## src/rtl/controlador_entrada.sv

```systemverilog
// controlador_entrada: debounced button entry of up to three BCD digits for a CPU IN request,
// echoing the digits as they arrive and returning their binary value.
module controlador_entrada #(
    parameter int DEBOUNCE_CICLOS = 50000,
    parameter int NUM_DIGITOS     = 3
) (
    input  logic        clock,
    input  logic        reset,
    input  logic        req_in,
    input  logic        botao,
    input  logic [3:0]  chaves,
    output logic [31:0] dado,
    output logic        pronto,
    output logic        ocupado,
    output logic        erro,
    output logic [3:0]  eco_unidade,
    output logic [3:0]  eco_dezena,
    output logic [3:0]  eco_centena
);
    localparam int CW = $clog2(DEBOUNCE_CICLOS + 1);

    typedef enum logic [2:0] {
        OCIOSO, ESPERA_APERTO, ESPERA_SOLTA, CONVERTE, PRONTO, ESPERA_BAIXO
    } estado_t;

    estado_t       estado_q, estado_d;
    logic          sync1_q, sync2_q, deb_q, deb_d, deb_ant_q;
    logic [CW-1:0] cnt_q, cnt_d;
    logic [3:0]    uni_q, uni_d, dez_q, dez_d, cen_q, cen_d;
    logic [1:0]    qtd_q, qtd_d;
    logic [9:0]    dado_q, dado_d, soma;
    logic          erro_q, erro_d;
    logic          difere, aperto, solta;

    always_comb begin
        difere = sync2_q != deb_q;
        cnt_d  = !difere ? '0 : (cnt_q == CW'(DEBOUNCE_CICLOS) ? cnt_q : cnt_q + CW'(1));
        deb_d  = (difere && cnt_q == CW'(DEBOUNCE_CICLOS - 1)) ? sync2_q : deb_q;
        aperto = deb_q & ~deb_ant_q;
        solta  = ~deb_q & deb_ant_q;
        // digits that were never collected are already zero; masking keeps that explicit
        soma   = (NUM_DIGITOS >= 3 ? 10'(cen_q) * 10'd100 : 10'd0)
               + (NUM_DIGITOS >= 2 ? 10'(dez_q) * 10'd10 : 10'd0)
               + 10'(uni_q);
        ocupado = estado_q == ESPERA_APERTO || estado_q == ESPERA_SOLTA || estado_q == CONVERTE;
        pronto  = estado_q == PRONTO;
    end

    always_comb begin
        estado_d = estado_q;
        uni_d    = uni_q;
        dez_d    = dez_q;
        cen_d    = cen_q;
        qtd_d    = qtd_q;
        dado_d   = dado_q;
        erro_d   = 1'b0;
        // a dropped request wins over any press seen on the same edge
        if (ocupado && !req_in) begin
            estado_d = OCIOSO;
        end else begin
            case (estado_q)
                OCIOSO: if (req_in) begin
                    uni_d    = '0;
                    dez_d    = '0;
                    cen_d    = '0;
                    qtd_d    = '0;
                    estado_d = ESPERA_APERTO;
                end
                ESPERA_APERTO: if (aperto) begin
                    if (chaves <= 4'd9) begin
                        cen_d = dez_q;
                        dez_d = uni_q;
                        uni_d = chaves;
                        qtd_d = qtd_q + 2'd1;
                    end else begin
                        erro_d = 1'b1;
                    end
                    estado_d = ESPERA_SOLTA;
                end
                ESPERA_SOLTA: if (solta)
                    estado_d = qtd_q == 2'(NUM_DIGITOS) ? CONVERTE : ESPERA_APERTO;
                CONVERTE: begin
                    dado_d   = soma;
                    estado_d = PRONTO;
                end
                PRONTO:       estado_d = ESPERA_BAIXO;
                ESPERA_BAIXO: estado_d = req_in ? ESPERA_BAIXO : OCIOSO;
                default:      estado_d = OCIOSO;
            endcase
        end
    end

    always_ff @(posedge clock or negedge reset) begin
        if (!reset) begin
            estado_q  <= OCIOSO;
            sync1_q   <= 1'b0;
            sync2_q   <= 1'b0;
            deb_q     <= 1'b0;
            deb_ant_q <= 1'b0;
            cnt_q     <= '0;
            uni_q     <= '0;
            dez_q     <= '0;
            cen_q     <= '0;
            qtd_q     <= '0;
            dado_q    <= '0;
            erro_q    <= 1'b0;
        end else begin
            estado_q  <= estado_d;
            sync1_q   <= botao;
            sync2_q   <= sync1_q;
            deb_q     <= deb_d;
            deb_ant_q <= deb_q;
            cnt_q     <= cnt_d;
            uni_q     <= uni_d;
            dez_q     <= dez_d;
            cen_q     <= cen_d;
            qtd_q     <= qtd_d;
            dado_q    <= dado_d;
            erro_q    <= erro_d;
        end
    end

    assign dado        = {22'd0, dado_q};
    assign erro        = erro_q;
    assign eco_unidade = uni_q;
    assign eco_dezena  = dez_q;
    assign eco_centena = cen_q;
endmodule

```

## config.mk

```make
export PLATFORM = sky130hd
export DESIGN_NAME = controlador_entrada
export DESIGN_NICKNAME = d
export VERILOG_FILES = /design/src/rtl/controlador_entrada.sv
export SDC_FILE = /design/constraint.sdc
export NUM_CORES = 1
export LEC_CHECK = 0
export ABC_CLOCK_PERIOD_IN_PS = 6700
export BUFFER_PORTS_ARGS = -buffer_cell sky130_fd_sc_hd__buf_2
export CAP_MARGIN = 40
export CORE_ASPECT_RATIO = 1.4
export CORE_MARGIN = 2
export CORE_UTILIZATION = 40
export DETAILED_ROUTE_END_ITERATION = 10
export PLACE_DENSITY_LB_ADDON = 0.1
export REMOVE_ABC_BUFFERS = 1
export SYNTH_ARGS = -nofsm -noshare
export SYNTH_HDL_FRONTEND = slang
export SYNTH_SLANG_ARGS = --single-unit
```

## constraint.sdc

```tcl
create_clock -name clock -period 6.7 [get_ports clock]
set_input_delay 0.335 -clock clock [delete_from_list [all_inputs] [get_ports clock]]
set_output_delay 0.335 -clock clock [all_outputs]
set_load 0.02 [all_outputs]
```

==> metrics.csv <==
stage;metric;value;unit
die;dieWidth;75.7;um
timing;clock.fmax;0.327;GHz
timing;fin_crit_sh;45.7;%
timing;skew;0.00719;ns
global_route;grt_max_degree;49;
setup_path;cp_top_family;adder cells;
setup_path;slowest_stage;or4b_2;
timing;worst_pin_slew;0.636;ns
setup_path;critical_path_class;flop to flop;
clocking;cts_max_level;2;
outcome;outcome;finished clean;
die;core;6980;um2
timing;min_period;3.06;ns
yosys;yosysWarnings;0;
clocking;cts.clk_slew.worst_paths;0.09;ns
yosys;synth_top_cell_area_share;41.8;%
placed_design;finalWeightedCongestion;0.729;
drt;drtPass1Iterations;4;
finish;register_area;1200;um2
finish;final_cell_count_no_fill;403;
clocking;cts_hold_buf;0;
yosys;synthCells;274;
finish;drive_above_1_share;16.6;%
placed_design;port_buffers;32;
yosys;synthDistinctLibCells;43;
timing;final-setup-viol-count;0;
clocking;cts_setup_buffers;0;
drt;drt_iter0_drc;77;
drt;ant_nets;0;
setup_path;cp_common_cell;ha_1;
finish;diodes;0;
global_route;grt_pass1_wl;8.95;mm
setup_path;cp_data_required_time;6.93;ns
timing;fin_hold_ws;0.129;ns
drt;drc;0;
timing;hold_violations;0;
timing;drv_slew;0;
clocking;cts_tree;done;
power_and_ir_drop;p_leak;0.00160;uW
yosys;synth.most_common_cell;dfrtp_1;
placed_design;dp.cells;396;
clocking;clock_path_buffers;2;
timing;rsz0062_at_grt;no;
finish;multi_input_area;1510;um2
yosys;synth_common_cells;dfrtp_1, ha_1, buf_4;
setup_path;crit_arrival;3.29;ns
drt;drt-total-wl;5.55;mm
finish;fillCellCount;695;
power_and_ir_drop;power;623;uW
yosys;synth_top_area_cell;dfrtp_1;
power_and_ir_drop;ir_drop;79.0;uV
clocking;clock_latency;0.29;ns
yosys;ys_seq_area_share;41.8;%
setup_path;start_kind;flop;
drt;vias_per_cell;4.85;
finish;utilization;44.9;%
yosys;ys.flop_type;dfrtp_1;
yosys;synth-seq-cells;48;
clocking;cts_root_buffer;clkbuf_8;
finish;fin_nets;347;
timing;setup-tns-final;0;ns
drt;vias;1953;
die;die_h;104;um
clocking;cts_resized;0;
finish;areaGrowthSynthToFinish;8.92;%
job;drv_cap;0;
yosys;async_reset_ff_share;100;%
setup_path;crit_path_end_kind;flop;
die;die_area;7890;um2
die;num_rows;36;
die;initial_core_util;41.2;%
drt;wire_per_inst;13.8;um
setup_path;path_cells;ha_1 -> ha_1 -> fa_1 -> ha_1 -> ha_1 -> a21o_1 -> a21oi_1 -> or4b_2 -> nand3_1;
yosys;synth_edf_count;0;
setup_path;cp_num_buf_inv;0;
die;io_pins;55;
placed_design;dpl.hpwl;4.14;mm
timing;timing.slew.headroom;57.6;%
yosys;synth_area_leaders;dfrtp_1, ha_1, buf_4;
global_route;grt-ovfl-total;0;
yosys;synthesis.area;2880;um2
global_route;grt_pass1_vias;1927;
power_and_ir_drop;power_density;199;nW/um2
clocking;clock-sinks;48;
global_route;antenna_found_initial;0;
setup_path;critPathMaxStageDelay;0.61;ns
global_route;grt_use_total;14.9;%
setup_path;r2r_setup_slack;3.64;ns
yosys;synth_area_per_cell;10.5;um2
min_path;hp-class;input pin to asynchronous set/reset pin;
setup_path;path_max_fanout;5;
clocking;numCtsBuffers;5;
[kinds of logic after synthesis]
kind of cell	after synthesis	synth area share, %
buffers and inverters	40	8.44
other	1	0.130
XOR/XNOR	21	6.40
adder cells (fa/ha/maj)	31	14.8
AO/OA/AOI/OAI	47	10.8
flip-flops	48	41.8
multiplexers	7	2.83
AND/OR/NAND/NOR	79	14.8
[cell type report]
type | count | area share [%]
inverter | 11 | 1.32
clock inverter | 1 | 0.160
sequential | 48 | 38.4
timing repair buffer | 35 | 5.83
tap | 95 | 3.80
clock buffer | 6 | 2.32
multi-input combinational | 207 | 48.2
[stage by stage]
stage | area (um2) | setup WS (ns)
6_report | 3130 | 3.64
5_1_grt | 3130 | 3.51
4_1_cts | 3130 | 3.63
3_5_place_dp | 3050 | 3.65
3_3_place_gp | 3050 | 3.73
2_1_floorplan | 2750 | 3.73
[worst paths after layout]
kind | start | to | depth (start not counted)
min reg2reg | sync1_q | sync2_q | 0
min in group clock | botao | sync1_q | 1
min | reset | dado_q[8] | 2
max in group asynchronous | reset | eco_dezena[3] | 2
max reg2reg | eco_dezena[1] | dado_q[8] | 9
max | eco_dezena[1] | dado_q[8] | 9
[sequential cells by signal (all words and copies together) (netlist names)]
signal,count
erro,1
estado_q,3
dado_q,10
sync1_q,1
eco_centena,4
eco_unidade,4
cnt_q,16
deb_q,1
deb_ant_q,1
sync2_q,1
eco_dezena,4
qtd_q,2
[report_power, final]
part / total, uW / internal (uW) / leakage (uW) / switching [uW]
combinational: 138 / 55.4 / 0.000911 / 82.2
sequential: 321 / 303 / 0.000652 / 18.5
clock: 164 / 71.2 / 0.0000410 / 92.6
[placed cells by master (no fill, tap or decap), types with 7 or more instances in the layout]
master,n
xor2_1,7
a21oi_1,11
nor2_1,23
xnor2_1,14
a22o_1,12
buf_2,32
conb_1,22
dfrtp_1,48
nand2_1,13
ha_1,26
inv_1,11
o21ai_0,12
nand3_1,9
[metal layers]
metal / part of all wire, % / global-route usage, %
met5: 0 / 0
met4: 1.4 / 4.51
met3: 3.6 / 3.20
met2: 54 / 26.5
met1: 41 / 17.3
No activity file was read; power rests on OpenSTA's default activity.
